`config.mk`:
```
export PLATFORM = sky130hd
export DESIGN_NAME = intersection_controller
export DESIGN_NICKNAME = d
export VERILOG_FILES = /design/src/rtl/intersection_controller.sv
export SDC_FILE = /design/constraint.sdc
export NUM_CORES = 1
export LEC_CHECK = 0
export CORE_MARGIN = 2
export CORE_UTILIZATION = 35
export CTS_CLUSTER_DIAMETER = 80
export CTS_CLUSTER_SIZE = 25
export DETAILED_ROUTE_END_ITERATION = 16
export PLACE_DENSITY = 0.58
export SLEW_MARGIN = 15
export SYNTH_ARGS = -nofsm -noshare
export SYNTH_HDL_FRONTEND = slang
export SYNTH_SLANG_ARGS = --single-unit
```
`constraint.sdc`:
```
create_clock -name clk -period 5.7 [get_ports clk]
set_input_delay 1.14 -clock clk [delete_from_list [all_inputs] [get_ports clk]]
set_output_delay 1.14 -clock clk [all_outputs]
set_load 0.005 [all_outputs]
```
`src/rtl/intersection_controller.sv`:
```
// Two-approach intersection sequencer: main street rests green, a latched side
// demand runs yellow -> all-red -> side green -> side yellow -> all-red, timed by 'tick'.
module intersection_controller #(
    parameter int MAIN_MIN   = 30,
    parameter int SIDE_GREEN = 10,
    parameter int YELLOW     = 3,
    parameter int ALL_RED    = 2,
    parameter int TW         = 5
) (
    input  logic       clk,
    input  logic       rst,
    input  logic       tick,
    input  logic       side_req,
    output logic [0:2] main_leds,
    output logic [0:2] side_leds,
    output logic       side_walk,
    output logic [2:0] phase,
    output logic       req_pending
);

    typedef enum logic [2:0] {
        INIT_RED = 3'd0,
        M_GREEN  = 3'd1,
        M_YELLOW = 3'd2,
        CLR1     = 3'd3,
        S_GREEN  = 3'd4,
        S_YELLOW = 3'd5,
        CLR2     = 3'd6
    } state_e;

    localparam logic [TW-1:0] MAIN_LAST   = TW'(MAIN_MIN - 1);
    localparam logic [TW-1:0] SIDE_LAST   = TW'(SIDE_GREEN - 1);
    localparam logic [TW-1:0] YELLOW_LAST = TW'(YELLOW - 1);
    localparam logic [TW-1:0] CLEAR_LAST  = TW'(ALL_RED - 1);

    localparam logic [0:2] LED_GREEN  = 3'b100;
    localparam logic [0:2] LED_YELLOW = 3'b010;
    localparam logic [0:2] LED_RED    = 3'b001;

    state_e        state_q, state_d;
    logic [TW-1:0] timer_q, timer_d;
    logic          req_q, req_d;

    logic [TW-1:0] last;
    state_e        next_state;
    logic          illegal;

    // NOTE: every signal written here gets a default first, so no path leaves it unassigned (no latch).
    always_comb begin
        state_d    = state_q;
        timer_d    = timer_q;
        last       = '0;
        next_state = INIT_RED;
        illegal    = 1'b0;

        case (state_q)
            INIT_RED: begin last = CLEAR_LAST;  next_state = M_GREEN;  end
            M_GREEN:  begin last = MAIN_LAST;   next_state = M_YELLOW; end
            M_YELLOW: begin last = YELLOW_LAST; next_state = CLR1;     end
            CLR1:     begin last = CLEAR_LAST;  next_state = S_GREEN;  end
            S_GREEN:  begin last = SIDE_LAST;   next_state = S_YELLOW; end
            S_YELLOW: begin last = YELLOW_LAST; next_state = CLR2;     end
            CLR2:     begin last = CLEAR_LAST;  next_state = M_GREEN;  end
            default:  illegal = 1'b1;
        endcase

        if (illegal) begin
            state_d = INIT_RED;
            timer_d = '0;
        end else if (tick) begin
            if (state_q == M_GREEN) begin
                // Main green saturates at its minimum and waits there for demand.
                if (timer_q == last && req_q) begin
                    state_d = next_state;
                    timer_d = '0;
                end else if (timer_q < last) begin
                    timer_d = timer_q + 1'b1;
                end
            end else if (timer_q == last) begin
                state_d = next_state;
                timer_d = '0;
            end else begin
                timer_d = timer_q + 1'b1;
            end
        end

        // Entry into side green consumes the demand; that clear beats a same-cycle set.
        req_d = (req_q | side_req) & ~(state_d == S_GREEN && state_q != S_GREEN);
    end

    // NOTE: state registers use non-blocking assignments so all flops sample the same pre-edge values.
    always_ff @(posedge clk or negedge rst) begin
        if (!rst) begin
            state_q <= INIT_RED;
            timer_q <= '0;
            req_q   <= 1'b0;
        end else begin
            state_q <= state_d;
            timer_q <= timer_d;
            req_q   <= req_d;
        end
    end

    always_comb begin
        main_leds = LED_RED;
        side_leds = LED_RED;
        side_walk = 1'b0;
        case (state_q)
            M_GREEN:  main_leds = LED_GREEN;
            M_YELLOW: main_leds = LED_YELLOW;
            S_GREEN:  begin side_leds = LED_GREEN; side_walk = 1'b1; end
            S_YELLOW: side_leds = LED_YELLOW;
            default:  ;
        endcase
    end

    assign phase       = state_q;
    assign req_pending = req_q;

endmodule

```
==> flow_summary.html, run 1 <==
<table>
<tr><th>Metric</th><th>Value</th></tr>
<tr><th colspan="2">Status</th></tr>
<tr><td>Status</td><td>completed</td></tr>
<tr><th colspan="2">Timing</th></tr>
<tr><td>Clock tree skew after final layout</td><td>0.003097 ns</td></tr>
<tr><td>Final period utilization</td><td>0.5217</td></tr>
<tr><td>Final worst path period need</td><td>2.974 ns</td></tr>
<tr><td>Worst Tran Pin Value</td><td>0.5751 ns</td></tr>
<tr><td>Unrepaired setup endpoints after global routing</td><td>false</td></tr>
<tr><td>Worst slew margin</td><td>0.6166</td></tr>
<tr><td>Final setup violation count</td><td>0</td></tr>
<tr><td>Peak Freq</td><td>0.3363 GHz</td></tr>
<tr><td>Number of hold violations in the final report</td><td>0</td></tr>
<tr><td>Total Neg Setup Slack</td><td>0 ns</td></tr>
<tr><td>Number of pins exceeding their max-slew limit in the final report</td><td>0</td></tr>
<tr><th colspan="2">Die</th></tr>
<tr><td>IO Pins</td><td>15</td></tr>
<tr><td>Die area</td><td>approximately 0.0024 sq mm</td></tr>
<tr><td>CORE AREA</td><td>0.001942 sq mm</td></tr>
<tr><td>Width of the die</td><td>about 49 um</td></tr>
<tr><td>Starting Density</td><td>0.3647</td></tr>
<tr><td>Number of cell rows</td><td>16</td></tr>
<tr><td>Height of the die</td><td>48.98 um</td></tr>
<tr><th colspan="2">Setup path</th></tr>
<tr><td>Critical path start-end classification</td><td>flop to output pin</td></tr>
<tr><td>Cell count of the worst reg-to-reg path</td><td>10</td></tr>
<tr><td>Crit path arrival time</td><td>1.83 ns</td></tr>
<tr><td>Critical Path Source Type</td><td>flop</td></tr>
<tr><td>Launch instance of the worst register-to-register path</td><td>phase[2]</td></tr>
<tr><td>Destination of the critical timing path</td><td>main_leds[2]</td></tr>
<tr><td>Capture point of the worst reg-to-reg path</td><td>timer_q[3]</td></tr>
<tr><td>CP startpoint</td><td>phase[2]</td></tr>
<tr><td>Reg2Reg Setup Slack</td><td>3.15 ns</td></tr>
<tr><td>Worst-path maximum fanout</td><td>11</td></tr>
<tr><td>Data required, critical path</td><td>~4.6 ns</td></tr>
<tr><td>Worst Setup End Kind</td><td>output pin</td></tr>
<tr><th colspan="2">Power</th></tr>
<tr><td>Clock share of power</td><td>0.104</td></tr>
<tr><td>Fraction of power spent switching nets</td><td>0.4389</td></tr>
<tr><td>Seq pwr share</td><td>0.273</td></tr>
<tr><td>Leakage Power</td><td>~0.38 nW</td></tr>
<tr><td>Total net switching power</td><td>around 0.00021 W</td></tr>
<tr><td>P per Cell Area</td><td>around 530 mW/mm^2</td></tr>
<tr><td>Worst-case vdd ir drop</td><td>0.2523 mV</td></tr>
<tr><td>Int Pwr</td><td>between 0.0002 and 0.0003 W</td></tr>
<tr><td>Combinational group share of total power</td><td>0.623</td></tr>
<tr><th colspan="2">Synthesis</th></tr>
<tr><td>Largest cells by area after synthesis</td><td>dfrtp_1, ha_1, a221oi_4</td></tr>
<tr><td>Adder-Cell Fraction of Synth Area</td><td>0.1201</td></tr>
<tr><td>Main combinational cell family by area after synthesis</td><td>compound AO/OA/AOI/OAI gates</td></tr>
<tr><td>Primary FF master, synth</td><td>dfrtp_1</td></tr>
<tr><td>Cell taking the most area after synthesis</td><td>dfrtp_1</td></tr>
<tr><td>Avg Inst Size Synth</td><td>9.079 sq um</td></tr>
<tr><td>Syn Nets</td><td>between 80 and 90</td></tr>
<tr><td>Number of enable flip-flop cells after synthesis</td><td>0</td></tr>
<tr><td>Dominant cell by count in the synthesized netlist</td><td>dfrtp_1</td></tr>
<tr><td>Fraction of synthesized area in multiplexers</td><td>0</td></tr>
<tr><td>Gate Count Post-Synth</td><td>78</td></tr>
<tr><td>Area of the mapped netlist</td><td>708.2 sq um</td></tr>
<tr><td>Top cells by count, synth</td><td>dfrtp_1, nor2_1, ha_1, inv_1</td></tr>
<tr><td>Netlist cell types</td><td>35</td></tr>
<tr><td>Synth warn</td><td>0</td></tr>
<tr><td>Xor/xnor cell area share of the yosys netlist</td><td>0</td></tr>
<tr><td>Async S/R FF share, synth</td><td>1.000</td></tr>
<tr><td>Share of synthesized area occupied by flip-flops and latches</td><td>0.3180</td></tr>
<tr><td>Share of the synthesized area in the top cell type</td><td>0.3180</td></tr>
<tr><td>Synth Register Bits</td><td>9</td></tr>
<tr><td>Synthesized-area fraction occupied by ao, oa, aoi and oai cells</td><td>0.2809</td></tr>
<tr><td>Simple-Gate Fraction of Synth Area</td><td>0.2155</td></tr>
<tr><th colspan="2">CTS</th></tr>
<tr><td>Post-CTS setup buffer count</td><td>0</td></tr>
<tr><td>Clock root buffer</td><td>clkbuf_4</td></tr>
<tr><td>Clock latency of the later-clocked register in the worst-skew pair</td><td>around 0.26 ns</td></tr>
<tr><td>Number of buffers inserted during clock tree synthesis</td><td>3</td></tr>
<tr><td>Post-cts resize count</td><td>0</td></tr>
<tr><td>TritonCTS clock tree</td><td>built</td></tr>
<tr><td>Clock transition at the registers of the reported paths</td><td>0.06 ns</td></tr>
<tr><td>Maximum root-to-sink buffer count</td><td>2</td></tr>
<tr><td>CTS sink count</td><td>9</td></tr>
<tr><td>Hold buffers post-CTS</td><td>0</td></tr>
<tr><td>CTS H-tree lvls</td><td>1</td></tr>
<tr><th colspan="2">Finish</th></tr>
<tr><td>Inserted Diodes</td><td>0</td></tr>
<tr><td>Fin nets</td><td>a little over 100</td></tr>
<tr><td>Finished layout cell area</td><td>about 890 sq um</td></tr>
<tr><td>Area growth, synth to finish</td><td>25.09%</td></tr>
<tr><td>Total of fill cells in the finished design</td><td>about 210</td></tr>
<tr><td>Ratio of cells with drive above 1 in the final layout</td><td>0.1196</td></tr>
<tr><th colspan="2">Drt</th></tr>
<tr><td>Via count</td><td>slightly above 600</td></tr>
<tr><td>Average wire per cell in the routed design</td><td>12.39 um</td></tr>
<tr><td>Vias per Instance</td><td>5.168</td></tr>
<tr><td>Iteration-0 DRC count of the detailed router</td><td>8</td></tr>
<tr><td>Number of antenna-violating nets in the routed design</td><td>0</td></tr>
<tr><td>Post-route DRC</td><td>0</td></tr>
<tr><td>Wire length reported by the detailed router</td><td>1475 um</td></tr>
<tr><td>TritonRoute pass-1 iters</td><td>4</td></tr>
<tr><th colspan="2">Global route</th></tr>
<tr><td>Maximum number of pins on one net before global-route repair</td><td>14</td></tr>
<tr><td>Number of antenna violations at the first check in global routing</td><td>0</td></tr>
<tr><td>All-layer global routing usage</td><td>0.1354</td></tr>
<tr><td>Global-route wire length before repair</td><td>approximately 2500 um</td></tr>
<tr><td>Vias in the first global route</td><td>543</td></tr>
<tr><td>GRT Residual Overflow</td><td>0</td></tr>
<tr><th colspan="2">Worst hold path</th></tr>
<tr><td>Min-delay worst type</td><td>flop to flop</td></tr>
<tr><td>Worst Min Path Start</td><td>timer_q[0]</td></tr>
<tr><th colspan="2">Place</th></tr>
<tr><td>Placer's final routability congestion estimate</td><td>0.8116</td></tr>
<tr><td>Placed inst area</td><td>858.3 sq um</td></tr>
<tr><td>Half-perimeter wire length of the detailed placement result</td><td>1132 um</td></tr>
<tr><td>Total of buffers placed on input and output ports</td><td>14</td></tr>
<tr><th colspan="2">Job</th></tr>
<tr><td>Number of maximum-capacitance constraint violations</td><td>0</td></tr>
</table>
==> state kept, by name (all words and copies together) (netlist names) <==
signal       flops
phase            3
req_pending      1
timer_q          5
==> kinds of logic (layout without fill, tap and decap cells) <==
family          after synthesis  in the layout
flops                         9              9
fa+ha+maj                     7              7
buf+inv                      10             24
simple gates                 28             28
compound gates               24             24
==> metal layers <==
| layer | vias up | wire length (um) | part of all wire | global-route usage |
|---|---|---|---|---|
| met1 | 290 | 793 | 0.54 | 0.1731 |
| met2 | 10 | 602 | 0.41 | 0.2078 |
| met5 | - | 0 | 0 | 0 |
| met3 | 4 | 34 | 0.023 | 0.009202 |
| li1 | 311 | - | - | - |
| met4 | 0 | 44 | 0.030 | 0.1143 |
==> final cells by class <==
| type | instances | area [sq um] | share of cell area |
|---|---|---|---|
| multi-input cells | 59 | 436.7 | 0.4929 |
| flip-flops and latches | 9 | 225.2 | 0.2542 |
| repair buffers | 14 | 140.1 | 0.1582 |
| well taps | 27 | 33.78 | 0.03814 |
| clock buffers | 3 | 22.52 | 0.02542 |
| inverters | 6 | 22.52 | 0.02542 |
| clock inverters | 1 | 5.005 | 0.005650 |
==> placed cells by master (no fill, tap or decap), types with 2 or more instances in the layout <==
cell type,n
a21oi_1,3
nand2_1,5
ha_1,6
nand3_1,3
nor2_1,7
and3_1,2
dfrtp_1,9
and2_1,2
o21a_1,2
inv_1,6
clkdlybuf4s50_1,14
nor2b_1,2
a21o_1,2
a211o_1,2
o21ai_0,5
clkbuf_4,3
==> critical path, stage by stage (launching register included) <==
cell             delay, ns
dfrtp_1               0.53
inv_1                 0.13
nand3_1               0.21
inv_1                 0.11
nor2_1                0.09
clkdlybuf4s50_1       0.50
==> power by group through the flow <==
stage | Sequential, W | Clock (W) | Combinational, W
final | 0.000130 | 0.0000492 | 0.000295
after global routing | 0.000136 | 0.0000558 | 0.000332
after CTS | 0.000129 | 0.0000515 | 0.000300
after detailed placement | 0.000131 | 0 | 0.000298
after global placement | 0.000130 | 0 | 0.000296
after floorplan | 0.000110 | 0 | 0.000226
==> how the worst min path moves through the flow <==
| stage | cells past startpoint | endpoint | slack, ns |
|---|---|---|---|
| 2_1_floorplan | 1 | timer_q[0] | 0.52 |
| 3_3_place_gp | 1 | timer_q[4] | 0.56 |
| 3_5_place_dp | 1 | timer_q[4] | 0.57 |
| 4_1_cts | 1 | timer_q[4] | 0.59 |
| 5_1_grt | 1 | timer_q[0] | 0.62 |
| 6_report | 1 | timer_q[0] | 0.57 |
==> stage by stage <==
step	power (W)	setup slack [ns]	std cells	utilization	hold slack, ns
2_1_floorplan	0.0003364	3.301	78	-	0.5210
3_3_place_gp	0.0004254	3.056	115	0.4420	0.5611
3_5_place_dp	0.0004291	3.017	115	0.4420	0.5723
4_1_cts	0.0004807	2.714	119	0.4562	0.5899
5_1_grt	0.0005235	2.581	119	0.4562	0.6171
6_report	0.0004739	2.726	119	0.4562	0.5737
No activity file was read; power rests on OpenSTA's default activity.
==> inputs of run 2 (changes only) <==
- PLACE_DENSITY: 0.58 -> 0.61
- clock period: 5.7 -> 2.4 ns (I/O delays scaled with it)
==> run 2 against run 1 <==
Compared with the run above:
- sequential share of layout area is 2.7 points lower
- worst setup slack got worse by 2.6 ns
- largest power group unchanged
- die area stayed put
- flip-flop and latch count stayed put
==> flow_summary.html, run 2 (synthesis results as in run 1) <==
<table>
<tr><th>Metric</th><th>Value</th></tr>
<tr><th colspan="2">Status</th></tr>
<tr><td>Status</td><td>completed</td></tr>
<tr><th colspan="2">Place</th></tr>
<tr><td>Placed inst area</td><td>910.9 sq um</td></tr>
<tr><td>Total of buffers placed on input and output ports</td><td>14</td></tr>
<tr><td>Placer's final routability congestion estimate</td><td>between 0.7 and 0.8</td></tr>
<tr><td>Half-perimeter wire length of the detailed placement result</td><td>1238 um</td></tr>
<tr><th colspan="2">CTS</th></tr>
<tr><td>Clock root buffer</td><td>clkbuf_4</td></tr>
<tr><td>TritonCTS clock tree</td><td>built</td></tr>
<tr><td>CTS H-tree lvls</td><td>1</td></tr>
<tr><td>CTS sink count</td><td>9</td></tr>
<tr><td>Number of buffers inserted during clock tree synthesis</td><td>3</td></tr>
<tr><td>Clock transition at the registers of the reported paths</td><td>0.06 ns</td></tr>
<tr><td>Maximum root-to-sink buffer count</td><td>2</td></tr>
<tr><td>Clock latency of the later-clocked register in the worst-skew pair</td><td>0.26 ns</td></tr>
<tr><td>Hold buffers post-CTS</td><td>0</td></tr>
<tr><th colspan="2">Die</th></tr>
<tr><td>CORE AREA</td><td>0.001942 sq mm</td></tr>
<tr><td>Number of cell rows</td><td>16</td></tr>
<tr><td>Starting Density</td><td>0.3647</td></tr>
<tr><td>Die area</td><td>between 0.002 and 0.0025 sq mm</td></tr>
<tr><td>IO Pins</td><td>15</td></tr>
<tr><td>Width of the die</td><td>between 40 and 50 um</td></tr>
<tr><td>Height of the die</td><td>48.98 um</td></tr>
<tr><th colspan="2">Timing</th></tr>
<tr><td>Final setup violation count</td><td>0</td></tr>
<tr><td>Unrepaired setup endpoints after global routing</td><td>true</td></tr>
<tr><td>Peak Freq</td><td>0.4307 GHz</td></tr>
<tr><td>Final worst path period need</td><td>2.322 ns</td></tr>
<tr><td>Worst Tran Pin Value</td><td>0.5965 ns</td></tr>
<tr><td>Worst slew margin</td><td>0.6023</td></tr>
<tr><td>Final period utilization</td><td>0.9675</td></tr>
<tr><td>Number of hold violations in the final report</td><td>0</td></tr>
<tr><td>Number of pins exceeding their max-slew limit in the final report</td><td>0</td></tr>
<tr><td>Clock tree skew after final layout</td><td>0.002068 ns</td></tr>
<tr><td>Total Neg Setup Slack</td><td>0 ns</td></tr>
<tr><th colspan="2">Global route</th></tr>
<tr><td>Maximum number of pins on one net before global-route repair</td><td>10</td></tr>
<tr><td>GRT Residual Overflow</td><td>0</td></tr>
<tr><td>Global-route wire length before repair</td><td>2628 um</td></tr>
<tr><td>Vias in the first global route</td><td>approximately 600</td></tr>
<tr><td>All-layer global routing usage</td><td>0.1394</td></tr>
<tr><td>Number of antenna violations at the first check in global routing</td><td>0</td></tr>
<tr><th colspan="2">Finish</th></tr>
<tr><td>Leading cell types in the layout, fill and taps excluded</td><td>clkdlybuf4s50_1, buf_4, dfrtp_1</td></tr>
<tr><td>Inserted Diodes</td><td>0</td></tr>
<tr><td>Total of fill cells in the finished design</td><td>roughly 200</td></tr>
<tr><td>Largest register FFs</td><td>5</td></tr>
<tr><td>Area growth, synth to finish</td><td>41.34%</td></tr>
<tr><td>Register ranked first by flip-flop count</td><td>timer_q</td></tr>
<tr><td>Ratio of cells with drive above 1 in the final layout</td><td>0.3039</td></tr>
<tr><td>Fin nets</td><td>113</td></tr>
<tr><td>Finished layout cell area</td><td>0.001001 sq mm</td></tr>
<tr><td>Most common library cell in the layout ignoring fill and taps</td><td>clkdlybuf4s50_1</td></tr>
<tr><th colspan="2">Drt</th></tr>
<tr><td>Iteration-0 DRC count of the detailed router</td><td>7</td></tr>
<tr><td>Post-route DRC</td><td>0</td></tr>
<tr><td>TritonRoute pass-1 iters</td><td>4</td></tr>
<tr><td>Average wire per cell in the routed design</td><td>between 10 and 15 um</td></tr>
<tr><td>Vias per Instance</td><td>5.031</td></tr>
<tr><td>Number of antenna-violating nets in the routed design</td><td>0</td></tr>
<tr><td>Wire length reported by the detailed router</td><td>1577 um</td></tr>
<tr><td>Via count</td><td>between 600 and 700</td></tr>
<tr><th colspan="2">Power</th></tr>
<tr><td>Clock share of power</td><td>0.087</td></tr>
<tr><td>Seq pwr share</td><td>0.220</td></tr>
<tr><td>Int Pwr</td><td>0.0007514 W</td></tr>
<tr><td>Combinational group share of total power</td><td>0.693</td></tr>
<tr><td>Leakage Power</td><td>around 0.43 nW</td></tr>
<tr><td>P per Cell Area</td><td>1306 mW/mm^2</td></tr>
<tr><td>Worst-case vdd ir drop</td><td>~0.55 mV</td></tr>
<tr><td>Total net switching power</td><td>0.0005562 W</td></tr>
<tr><td>Fraction of power spent switching nets</td><td>0.4254</td></tr>
<tr><th colspan="2">Setup path</th></tr>
<tr><td>Critical path start-end classification</td><td>flop to flop</td></tr>
<tr><td>Data required, critical path</td><td>2.54 ns</td></tr>
<tr><td>Worst Setup End Kind</td><td>flop</td></tr>
<tr><td>Cell count of the worst reg-to-reg path</td><td>10</td></tr>
<tr><td>Crit path arrival time</td><td>between 2 and 2.5 ns</td></tr>
<tr><td>Critical Path Source Type</td><td>flop</td></tr>
<tr><td>Worst-path maximum fanout</td><td>7</td></tr>
<tr><th colspan="2">Job</th></tr>
<tr><td>Number of maximum-capacitance constraint violations</td><td>0</td></tr>
<tr><th colspan="2">Worst hold path</th></tr>
<tr><td>Min-delay worst type</td><td>input port to async pin</td></tr>
</table>
## run 2: cell type report
type	count	area [sq um]	area share
clock buffers	3	22.52	0.02250
flip-flops and latches	9	227.7	0.2275
clock inverters	1	5.005	0.005000
repair buffers	24	215.2	0.2150
multi-input cells	59	474.2	0.4738
well taps	27	33.78	0.03375
inverters	6	22.52	0.02250
## run 2: critical path, cell delays in order (launching register included)
cell and delay (ns):
dfrtp_2 0.41, buf_4 0.15, buf_4 0.13, and3_1 0.16, nor2_2 0.10, ha_1 0.24
nor2b_1 0.14, o21bai_2 0.17, a221oi_4 0.13, or2_4 0.29, a211o_1 0.29
## run 2: stage by stage
| stage | std cells | total power, W | setup WS, ns | utilization | hold WS (ns) |
|---|---|---|---|---|---|
| floorplan | 78 | 0.0007989 | 0.0007334 | - | 0.1844 |
| global placement | 122 | 0.001079 | 0.04581 | 0.4691 | 0.5527 |
| detailed placement | 122 | 0.001100 | 0.02203 | 0.4691 | 0.5526 |
| CTS | 126 | 0.001226 | 0.01162 | 0.4858 | 0.5196 |
| global route | 129 | 0.001440 | -0.02662 | 0.5155 | 0.5524 |
| finish | 129 | 0.001308 | 0.07808 | 0.5155 | 0.5171 |
## run 2: final timing paths
path                       startpoint    endpoint  slack, ns
min in group clk           timer_q[0]  timer_q[0]       0.57
max in group asynchronous         rst    phase[2]       1.57
setup reg to reg             phase[2]  timer_q[3]       0.08
hold / removal                    rst    phase[1]       0.52
setup / recovery             phase[2]  timer_q[3]       0.08
hold reg to reg            timer_q[0]  timer_q[0]       0.57
## run 2: metal layers
metal,GRT usage,vias up,wire (um)
met1,0.1888,300,802
met3,0.01534,4,42
met4,0.07143,0,19
met5,0,-,0
met2,0.2192,12,712
li1,-,333,-
## run 2: power by group through the flow
stage	clock network (W)	registers, W	logic [W]
after floorplan	0	0.000261	0.000538
after global placement	0	0.000284	0.000794
after detailed placement	0	0.000284	0.000816
after CTS	0.000119	0.000284	0.000823
after global routing	0.000125	0.000296	0.00102
final	0.000113	0.000288	0.000906
## run 2: timing repair
action / in CTS / in global routing
buffers inserted: 0 / 3
endpoints found under the setup margin: 1 / 8
gates resized for setup: 1 / 11
pin swaps: 1 / 1
